`config.mk`:
```
export PLATFORM = sky130hd
export DESIGN_NAME = traffic_ctrl_param_flat
export DESIGN_NICKNAME = d
export VERILOG_FILES = /design/src/rtl/traffic_pkg.sv /design/src/rtl/traffic_ctrl_param_if.sv /design/src/rtl/tick_prescaler.sv /design/src/rtl/traffic_ctrl_param.sv /design/src/flat_wrapper.sv
export SDC_FILE = /design/constraint.sdc
export NUM_CORES = 1
export LEC_CHECK = 0
export CAP_MARGIN = 10
export CORE_MARGIN = 3
export CORE_UTILIZATION = 54
export DETAILED_ROUTE_END_ITERATION = 8
export PLACE_DENSITY = 0.83
export SETUP_SLACK_MARGIN = 0.02
export SYNTH_ARGS = -nofsm -noshare
export SYNTH_HDL_FRONTEND = slang
export SYNTH_HIERARCHICAL = 1
export SYNTH_SLANG_ARGS = --single-unit
```
`constraint.sdc`:
```
create_clock -name clk -period 6.4 [get_ports clk]
set_clock_uncertainty 0.1 [all_clocks]
set_input_delay 1.92 -clock clk [delete_from_list [all_inputs] [get_ports clk]]
set_output_delay 1.92 -clock clk [all_outputs]
set_load 0.03 [all_outputs]
```
`src/rtl/traffic_pkg.sv`:
```
// traffic_pkg: lamp codes, controller state encoding and cycle-order helper.
package traffic_pkg;
  localparam logic [3:0] C_RED    = 4'b1000;
  localparam logic [3:0] C_YELLOW = 4'b0100;
  localparam logic [3:0] C_LEFT   = 4'b0010;
  localparam logic [3:0] C_GREEN  = 4'b0001;
  localparam logic [3:0] C_NONE   = 4'b0000;
  localparam logic [1:0] W_RED    = 2'b10;
  localparam logic [1:0] W_GREEN  = 2'b01;
  localparam logic [1:0] W_NONE   = 2'b00;
  typedef enum logic [3:0] {
    IDLE   = 4'd0,
    H_GRN  = 4'd1,
    H_YEL1 = 4'd2,
    H_LEFT = 4'd3,
    H_YEL2 = 4'd4,
    AR1    = 4'd5,
    V_GRN  = 4'd6,
    V_YEL1 = 4'd7,
    V_LEFT = 4'd8,
    V_YEL2 = 4'd9,
    AR2    = 4'd10,
    NIGHT  = 4'd11
  } state_t;
  function automatic state_t next_phase(state_t s);
    return s == AR2 ? H_GRN : s == NIGHT ? AR2 : state_t'(s + 4'd1);
  endfunction
endpackage

```
`src/rtl/traffic_ctrl_param_if.sv`:
```
// traffic_ctrl_param_if: control inputs and lamp/status outputs of the intersection controller.
interface traffic_ctrl_param_if;
  logic       start;
  logic       night_mode;
  logic       ped_req_h;
  logic       ped_req_v;
  logic [3:0] o_h_car_traffic;
  logic [3:0] o_v_car_traffic;
  logic [1:0] o_h_walker_traffic;
  logic [1:0] o_v_walker_traffic;
  logic       o_ped_pend_h;
  logic       o_ped_pend_v;
  logic [3:0] o_phase;
  modport master (
    output start, night_mode, ped_req_h, ped_req_v,
    input  o_h_car_traffic, o_v_car_traffic, o_h_walker_traffic, o_v_walker_traffic,
    input  o_ped_pend_h, o_ped_pend_v, o_phase
  );
  modport slave (
    input  start, night_mode, ped_req_h, ped_req_v,
    output o_h_car_traffic, o_v_car_traffic, o_h_walker_traffic, o_v_walker_traffic,
    output o_ped_pend_h, o_ped_pend_v, o_phase
  );
endinterface

```
`src/rtl/tick_prescaler.sv`:
```
// tick_prescaler: free-running 0..CLK_PER_TICK-1 counter with clear, tick on terminal count.
module tick_prescaler #(
  parameter int CLK_PER_TICK = 50_000_000
) (
  input  logic clk,
  input  logic reset,
  input  logic clr,
  output logic tick
);
  localparam int PW = CLK_PER_TICK > 1 ? $clog2(CLK_PER_TICK) : 1;
  logic [PW-1:0] cnt_q, cnt_d;
  assign tick = cnt_q == PW'(CLK_PER_TICK - 1);
  always_comb cnt_d = (clr || tick) ? '0 : cnt_q + PW'(1);
  always_ff @(posedge clk or posedge reset)
    if (reset) cnt_q <= '0;
    else cnt_q <= cnt_d;
endmodule

```
`src/rtl/traffic_ctrl_param.sv`:
```
// traffic_ctrl_param: parametrised two-road controller with pedestrian gating and night flash.
module traffic_ctrl_param
  import traffic_pkg::*;
#(
  parameter int CLK_PER_TICK = 50_000_000,
  parameter int TW           = 8,
  parameter int T_GREEN      = 20,
  parameter int T_YELLOW     = 2,
  parameter int T_LEFT       = 10,
  parameter int T_ALLRED     = 1,
  parameter int T_FLASH      = 6,
  parameter int PED_AUTO     = 1
) (
  input logic clk,
  input logic reset,
  traffic_ctrl_param_if.slave bus
);
  localparam logic ped_auto = PED_AUTO != 0;
  state_t state_q, state_d;
  logic [TW-1:0] timer_q, timer_d, dur;
  logic blink_q, blink_d, entry_q, entry_d, serve_q, serve_d;
  logic pend_h_q, pend_h_d, pend_v_q, pend_v_d;
  logic tick, last, in_flash;
  logic [1:0] wk;
  tick_prescaler #(.CLK_PER_TICK(CLK_PER_TICK)) u_pre (
    .clk  (clk),
    .reset(reset),
    .clr  (state_q == IDLE || !bus.start),
    .tick (tick)
  );
  assign dur = state_q inside {H_GRN, V_GRN} ? TW'(T_GREEN)
             : state_q inside {H_YEL1, H_YEL2, V_YEL1, V_YEL2} ? TW'(T_YELLOW)
             : state_q inside {H_LEFT, V_LEFT} ? TW'(T_LEFT)
             : state_q inside {AR1, AR2} ? TW'(T_ALLRED) : TW'(1);
  assign last = tick && timer_q == dur - TW'(1);
  assign in_flash = state_q inside {H_GRN, V_GRN} && timer_q >= TW'(T_GREEN - T_FLASH);
  // pend bits are consumed on the first cycle of the green that serves them
  always_comb begin
    state_d  = state_q;
    timer_d  = timer_q;
    blink_d  = blink_q;
    pend_h_d = bus.ped_req_h | (pend_h_q & ~(entry_q & serve_q & state_q == V_GRN));
    pend_v_d = bus.ped_req_v | (pend_v_q & ~(entry_q & serve_q & state_q == H_GRN));
    if (!bus.start) begin
      state_d  = IDLE;
      timer_d  = '0;
      blink_d  = 1'b0;
      pend_h_d = 1'b0;
      pend_v_d = 1'b0;
    end else if (state_q == IDLE) begin
      state_d = H_GRN;
    end else if (state_q == NIGHT) begin
      if (tick && !bus.night_mode) state_d = AR2;
      else if (tick) blink_d = ~blink_q;
    end else if (last) begin
      state_d = (state_q inside {AR1, AR2} && bus.night_mode) ? NIGHT : next_phase(state_q);
      timer_d = '0;
    end else if (tick) begin
      timer_d = timer_q + TW'(1);
      blink_d = blink_q ^ in_flash;
    end
    entry_d = state_d != state_q;
    if (entry_d && state_d != IDLE) blink_d = 1'b1;
    serve_d = !entry_d ? serve_q
            : state_d == H_GRN ? ped_auto | pend_v_d
            : state_d == V_GRN ? ped_auto | pend_h_d : 1'b0;
  end
  always_ff @(posedge clk or posedge reset)
    if (reset) begin
      state_q  <= IDLE;
      timer_q  <= '0;
      blink_q  <= 1'b0;
      entry_q  <= 1'b0;
      serve_q  <= 1'b0;
      pend_h_q <= 1'b0;
      pend_v_q <= 1'b0;
    end else begin
      state_q  <= state_d;
      timer_q  <= timer_d;
      blink_q  <= blink_d;
      entry_q  <= entry_d;
      serve_q  <= serve_d;
      pend_h_q <= pend_h_d;
      pend_v_q <= pend_v_d;
    end
  assign wk = !serve_q ? W_RED : (!in_flash || blink_q) ? W_GREEN : W_NONE;
  always_comb begin
    bus.o_h_car_traffic    = C_RED;
    bus.o_v_car_traffic    = C_RED;
    bus.o_h_walker_traffic = W_RED;
    bus.o_v_walker_traffic = W_RED;
    case (state_q)
      IDLE: begin
        bus.o_h_car_traffic    = C_NONE;
        bus.o_v_car_traffic    = C_NONE;
        bus.o_h_walker_traffic = W_NONE;
        bus.o_v_walker_traffic = W_NONE;
      end
      H_GRN: begin
        bus.o_h_car_traffic    = C_GREEN;
        bus.o_v_walker_traffic = wk;
      end
      H_YEL1, H_YEL2: bus.o_h_car_traffic = C_YELLOW;
      H_LEFT: bus.o_h_car_traffic = C_LEFT;
      V_GRN: begin
        bus.o_v_car_traffic    = C_GREEN;
        bus.o_h_walker_traffic = wk;
      end
      V_YEL1, V_YEL2: bus.o_v_car_traffic = C_YELLOW;
      V_LEFT: bus.o_v_car_traffic = C_LEFT;
      NIGHT: begin
        bus.o_h_car_traffic    = blink_q ? C_YELLOW : C_NONE;
        bus.o_v_car_traffic    = blink_q ? C_YELLOW : C_NONE;
        bus.o_h_walker_traffic = W_NONE;
        bus.o_v_walker_traffic = W_NONE;
      end
      default: ;
    endcase
  end
  assign bus.o_phase      = state_q;
  assign bus.o_ped_pend_h = pend_h_q;
  assign bus.o_ped_pend_v = pend_v_q;
endmodule

```
`src/flat_wrapper.sv`:
```
// flat-port wrapper written by rule: the top's interface ports become plain ports
module traffic_ctrl_param_flat import traffic_pkg::*;
#(
  parameter int CLK_PER_TICK = 50_000_000,
  parameter int TW           = 8,
  parameter int T_GREEN      = 20,
  parameter int T_YELLOW     = 2,
  parameter int T_LEFT       = 10,
  parameter int T_ALLRED     = 1,
  parameter int T_FLASH      = 6,
  parameter int PED_AUTO     = 1
)
  (clk, reset, bus_start, bus_night_mode, bus_ped_req_h, bus_ped_req_v, bus_o_h_car_traffic, bus_o_v_car_traffic, bus_o_h_walker_traffic, bus_o_v_walker_traffic, bus_o_ped_pend_h, bus_o_ped_pend_v, bus_o_phase);
  traffic_ctrl_param_if bus_i ();
  input logic clk;
  input logic reset;
  input wire logic [$bits(bus_i.start)-1:0] bus_start;
  input wire logic [$bits(bus_i.night_mode)-1:0] bus_night_mode;
  input wire logic [$bits(bus_i.ped_req_h)-1:0] bus_ped_req_h;
  input wire logic [$bits(bus_i.ped_req_v)-1:0] bus_ped_req_v;
  output wire logic [$bits(bus_i.o_h_car_traffic)-1:0] bus_o_h_car_traffic;
  output wire logic [$bits(bus_i.o_v_car_traffic)-1:0] bus_o_v_car_traffic;
  output wire logic [$bits(bus_i.o_h_walker_traffic)-1:0] bus_o_h_walker_traffic;
  output wire logic [$bits(bus_i.o_v_walker_traffic)-1:0] bus_o_v_walker_traffic;
  output wire logic [$bits(bus_i.o_ped_pend_h)-1:0] bus_o_ped_pend_h;
  output wire logic [$bits(bus_i.o_ped_pend_v)-1:0] bus_o_ped_pend_v;
  output wire logic [$bits(bus_i.o_phase)-1:0] bus_o_phase;
  assign bus_i.start = bus_start;
  assign bus_i.night_mode = bus_night_mode;
  assign bus_i.ped_req_h = bus_ped_req_h;
  assign bus_i.ped_req_v = bus_ped_req_v;
  assign bus_o_h_car_traffic = bus_i.o_h_car_traffic;
  assign bus_o_v_car_traffic = bus_i.o_v_car_traffic;
  assign bus_o_h_walker_traffic = bus_i.o_h_walker_traffic;
  assign bus_o_v_walker_traffic = bus_i.o_v_walker_traffic;
  assign bus_o_ped_pend_h = bus_i.o_ped_pend_h;
  assign bus_o_ped_pend_v = bus_i.o_ped_pend_v;
  assign bus_o_phase = bus_i.o_phase;
  traffic_ctrl_param #(.CLK_PER_TICK(CLK_PER_TICK), .TW(TW), .T_GREEN(T_GREEN), .T_YELLOW(T_YELLOW), .T_LEFT(T_LEFT), .T_ALLRED(T_ALLRED), .T_FLASH(T_FLASH), .PED_AUTO(PED_AUTO)) u_core (.clk(clk), .reset(reset), .bus(bus_i));
endmodule
```
* Yosys cells after proc, flatten, opt, wreduce, memory -nomap -nowiden
Index checks and enable logic that the tools add are counted.
Cells by class: equality and inequality tests 23, reductions and logical operators 22, bitwise logic cells 11, mux-type cells 35, order comparisons 1, add/sub/neg operators 4
Operator list (count):
- two-way mux 8 bit | 7
- one-hot mux 4 bit (5 select lines) | 2
- two-way mux 4 bit | 8
- adder 26 x 1 -> 26 bit (second input constant) | 1
- equality test 26 bit (second input constant) | 1
- two-way mux 26 bit | 1
- equality test 4 x 3 -> 1 bit (second input constant) | 5
- equality test 4 bit (second input constant) | 4
- two-way mux 1 bit | 13
- adder 8 x 1 -> 8 bit (second input constant) | 1
- equality test 4 x 1 -> 1 bit (second input constant) | 2
- equality test 4 x 2 -> 1 bit (second input constant) | 2
- equality test 8 bit | 1
- greater-or-equal comparator 8 x 4 -> 1 bit (second input constant) | 1
- != test 4 bit (second input constant) | 2
- one-hot mux 2 bit (2 select lines) | 2
- nonzero test 4 bit | 2
- subtractor 8 x 1 -> 8 bit (second input constant) | 1
- != test 3 x 1 -> 1 bit (second input constant) | 2
- nonzero test 2 bit | 3
- OR reduction 2 bit | 3
- bitwise AND 1 bit | 5
- logical AND 1 bit | 5
- adder 4 x 1 -> 4 bit (second input constant) | 1
- other kinds (13) | 21
Storage, ports and cells: bits of input ports 6, register bits 43, output and inout port bits 18, word-level logic and storage cells 104

* Longest topological paths before layout
word-level depth 16, gate-level depth with buffers 13, mapped depth without buffers 12

* Cells and area by module
Netlist, hierarchy kept.
By module, submodules not included:
- traffic_ctrl_param | cells each 196, area each 1560.2 um^2, times used 1, sequential area each 425.4 um^2
- tick_prescaler | cells each 150, area each 1450.1 um^2, times used 1, sequential area each 650.6 um^2

* Least setup slack after synthesis
OpenSTA, ideal clock, no wires.
path type flip-flop to output port, start reg u_core.state_q[3], in the netlist u_core/bus.o_phase[3], end out bus_o_h_walker_traffic[0], cell stages (with the launch flop) 9, buffers on the path 1, required time 4.380 ns, data arrival time 2.192 ns, setup slack 2.188 ns, path through dfrtp_1 clkbuf_1 or4b_4 clkinv_1 nor2_1 a21oi_1 ha_1 nand2b_1 nor2_1
On the way: cells in the longest elaborated chain, start to end 8, elaborated cells between the ends (all ways) 12, classes of those cells 3 x eq/ne; 3 x mux; 6 x reduce/logical
Ends and longest elaborated chain:
- start, declared | RTL line traffic_ctrl_param.sv:19 | state_t state_q, state_d;
- start signal, assigned | RTL line traffic_ctrl_param.sv:78 | state_q <= state_d;
- equality test 4 x 1 -> 1 bit / equality test 4 x 3 -> 1 bit (equally long branches) | RTL line traffic_ctrl_param.sv:36, traffic_ctrl_param.sv:92
- nonzero test 2 bit | RTL line traffic_ctrl_param.sv:36 | assign in_flash = state_q inside {H_GRN, V_GRN} && timer_q >= TW'(T_GREEN - T_FLASH);
- logical AND 1 bit | RTL line traffic_ctrl_param.sv:36
- zero test 1 bit | RTL line traffic_ctrl_param.sv:86 | assign wk = !serve_q ? W_RED : (!in_flash || blink_q) ? W_GREEN : W_NONE;
- logical OR 1 bit | RTL line traffic_ctrl_param.sv:86
- two-way mux 1 bit | RTL line traffic_ctrl_param.sv:86
- two-way mux 2 bit | RTL line traffic_ctrl_param.sv:86
- one-hot mux 2 bit (2 select lines) (*) | RTL line traffic_ctrl_param.sv:92 | case (state_q)
- end, declared | RTL line flat_wrapper.sv:23 | output wire logic [$bits(bus_i.o_h_walker_traffic)-1:0] bus_o_h_walker_traffic;
Mark *: on every way between the ends. The rest lies on a longest branch, timed or not.

* Final worst setup path
start reg u_core.state_q[1], in the netlist u_core/bus.o_phase[1], end out bus_o_h_walker_traffic[0]
Same word-level chain as after synthesis.

==> metrics.md <==
| Metric | Value |
|---|---|
| # IOs | 24 |
| CTS tree | done |
| First-pass GRT wire length | 11200 um |
| Critical path buffers and inverters | 2 |
| Placed inst area | 0.00320 mm2 |
| Final Max Slew Viols | 0 |
| Clock root buffer | clkbuf_8 |
| Clk buf depth | 2 |
| Synthesized flop and latch total | 43 |
| Port-buffer cells | 23 |
| Most used cell, CP | nor2_1 |
| Post-synth EDFFs | 0 |
| Crit path DAT | between 2 and 3 ns |
| Hold_buf cts | 0 |
| Switching share of power | 0.277 |
| VDD IR max | 0.122 mV |
| Leakage power | 1.29 nW |
| Hold depth | 1 |
| Worst endpoint required time | 4.38 ns |
| Post-CTS setup repair buffer count | 0 |
| Most frequent cells in the layout | dfrtp_1 (43), nor2_1 (33), a21oi_1 (26) |
| GRT overflow | 0 |
| Part of the power in registers | 0.483 |
| Row count | 26 |
| Vias in the first global route | 2509 |
| Setup TNS | 0 ns |
| Final Worst Setup Slack | 1.44 ns |
| Remaining DRCs | 0 |
| Syn Std Cell Area | 0.00301 mm2 |
| Worst Hold Class | flip-flop to flip-flop |
| RR Startpoint | u_core/u_pre/cnt_q[10]$_DFF_PP0_ |
| Core area | ~0.0052 mm2 |
| Die area | 0.00651 mm2 |
| Minimum clock period | 4.96 ns |
| Drt total wl | 6500 um |
| Die height | 80.7 um |
| Area Overhead vs Synth | 9.81% |
| CP Launch Point | u_core/bus.o_phase[1]$_DFF_PP0_ |
| Power per cell area | 184 mW/mm2 |
| Worst-path cell chain | or4b_4 -> clkinv_1 -> nor2_1 -> a21oi_1 -> ha_1 -> nand2b_1 -> nor2_1 -> clkdlybuf4s50_1 |
| Max Cap Viol | 0 |
| Ys flop type | dfrtp_1 |
| Final setup viols | 0 |
| Initial antenna violation count | 0 |
| Wire per inst | 15.3 um |
| CTS-repair resized insts | 0 |
| Ant diodes | 0 |
| Worst-Margin Slew | 0.978 ns |
| Slowest cell on crit path | dfrtp_1 |
| H-tree depth | 2 |
| Internal power | 0.000440 W |
| Part of the cycle the worst path needs | 0.775 |
| Reg2reg end | u_core/serve_q$_DFFE_PP0P_ |
| Outcome | complete, no violations |
| Filler cell count | 456 |
| Total CTS buffers | 5 |
| Die X | about 80 um |
| Slew HR | 0.347 |
| Worst reg2reg path depth | 10 |
| Hpwl dp | between 4000 and 5000 um |
| Post-route cell area | roughly 0.0033 mm2 |
| Most common cell after layout, fill and taps aside | dfrtp_1 |
| Clk pwr share | 0.336 |
| Initial Util | 0.575 |
| Clock transition at path regs | 0.07 ns |
| Kind of critical path | flip-flop to output port |
| FFs w/ async S/R, synth | 1.00 |
| Drt initial violations | 220 |
| Post-Layout Cell Count | ~430 |
| Number of instances in the placed design | roughly 420 |
| Hold slack | 0.413 ns |
| GRT Util Overall | 0.216 |
| Cell count after synthesis | about 350 |
| Post-layout net count | between 300 and 400 |
| Layout cell share with drive strength beyond 1 | 0.0958 |
| Final hold viol count | 0 |
| Via-to-Cell Ratio | 6.12 |
| Sequential area share after synthesis | 0.357 |
| Synth warn | 6 |
| Avg Cell Area, Syn | 8.70 um2 |
| Place WS | 1.79 ns |
| Worst path top cell family by delay | flip-flops |
| Synth unique cells | 72 |
| RSZ-0062 raised after global routing | no |
| Via count | 2602 |
| Setup crit end kind | output port |
| Clk Latency, worst-skew pair | 0.30 ns |
| Crit start category | flip-flop |
| Crit-path max FO | 29 |
| ANT nets after route | 0 |
| Total net switching power | 0.000168 W |
| CP endpoint | bus_o_h_walker_traffic[0] |
| CP peak stage delay | between 0.8 and 0.9 ns |
| Fmax | ~200 MHz |
| Drt pass-1 iters | 4 |
| R2r setup slk | around 2.7 ns |
| Synth Net Count | 357 |
| Comb pwr share | 0.180 |
| Placer congestion estimate | 0.950 |
| Levels on crit path | 8 |
| CTS sink count | 43 |
| Largest net degree at the start of global routing | 30 |
-- power groups by stage --
stage,Combinational [W],Clock (W),Sequential [W]
6_report,0.000110,0.000204,0.000294
3_5_place_dp,0.000109,0,0.000298
5_1_grt,0.000119,0.000220,0.000295
4_1_cts,0.000110,0.000206,0.000293
3_3_place_gp,0.000108,0,0.000298
2_1_floorplan,0.0000836,0,0.000295
-- Yosys cell counts (4+ instances only) --
cell type  instances  share of area
nand3_1           17          0.028
dfrtp_1           43           0.36
and3_1            10          0.021
nand2_1           21          0.026
nand2b_1           6          0.012
a31oi_1            5          0.010
clkbuf_1          11          0.014
or4_1              5          0.012
o31ai_1            9          0.022
o21ai_0           13          0.022
nor3_1             8          0.013
a21oi_1           26          0.043
nor2b_1            6          0.012
xnor2_1            7          0.020
nand4_1           10          0.021
nor2_1            33          0.041
xor2_1            11          0.032
or3_1              6          0.012
inv_1             11          0.014
or4_4              4          0.015
ha_1               5          0.021
-- stage by stage --
stage / util / total power, W
floorplan: - / 0.000378
detailed placement: 0.612 / 0.000408
global route: 0.631 / 0.000634
finish: 0.631 / 0.000608
CTS: 0.631 / 0.000609
global placement: 0.612 / 0.000406
-- state kept, by name, indices dropped and copies added (netlist names) --
signal	cells
u_core/bus.o_ped_pend_v	1
u_core/bus.o_ped_pend_h	1
u_core/blink_q	1
u_core/u_pre/cnt_q	26
u_core/serve_q	1
u_core/bus.o_phase	4
u_core/entry_q	1
u_core/timer_q	8
-- cell families (layout without fill, tap and decap cells) --
kind of cell	count (synthesis)	after routing	share of synthesized area
mux	4	4	0.0141
xor+xnor	18	18	0.0524
simple gates	157	157	0.303
buf+inv	35	44	0.0590
fa+ha+maj	5	5	0.0208
flops	43	43	0.357
compound gates	84	84	0.193
-- cell type report --
class / count / area (um2) / area share
Multi-Input combinational cell: 268 / 1760 / 0.531
Clock buffer: 6 / 72.6 / 0.0220
Clock inverter: 1 / 30.0 / 0.00908
Timing Repair Buffer: 23 / 230 / 0.0696
Sequential cell: 43 / 1080 / 0.326
Tap cell: 70 / 87.6 / 0.0265
Inverter: 14 / 52.6 / 0.0159
-- routing by layer --
layer | vias to the layer above | global-route usage | part of all wire
li1 | 1286 | - | -
met1 | 1236 | 0.285 | 0.47
met2 | 69 | 0.358 | 0.47
met3 | 11 | 0.0437 | 0.049
met4 | 0 | 0.0591 | 0.013
met5 | - | 0 | 0
-- worst min-delay path by stage --
| stage | from | to | slack, ns |
|---|---|---|---|
| 2_1_floorplan | u_core/u_pre/cnt_q[0]$_DFF_PP0_ | u_core/u_pre/cnt_q[0]$_DFF_PP0_ | 0.37 |
| 3_3_place_gp | u_core/u_pre/cnt_q[0]$_DFF_PP0_ | u_core/u_pre/cnt_q[0]$_DFF_PP0_ | 0.39 |
| 3_5_place_dp | u_core/u_pre/cnt_q[0]$_DFF_PP0_ | u_core/u_pre/cnt_q[0]$_DFF_PP0_ | 0.40 |
| 4_1_cts | u_core/u_pre/cnt_q[0]$_DFF_PP0_ | u_core/u_pre/cnt_q[0]$_DFF_PP0_ | 0.41 |
| 5_1_grt | u_core/u_pre/cnt_q[0]$_DFF_PP0_ | u_core/u_pre/cnt_q[0]$_DFF_PP0_ | 0.46 |
| 6_report | u_core/u_pre/cnt_q[0]$_DFF_PP0_ | u_core/u_pre/cnt_q[0]$_DFF_PP0_ | 0.41 |
-- worst register-to-register path: stages, from the launching register on --
cell and delay, ns:
dfrtp_1 0.46, or4b_1 0.50, nor4_1 0.38, and3_1 0.32
nor2b_1 0.27, o211ai_2 0.23, nor2_2 0.33, mux2i_1 0.12
a21boi_1 0.28, mux2_2 0.41, o31ai_4 0.17
(Power assumes the default switching activity.)
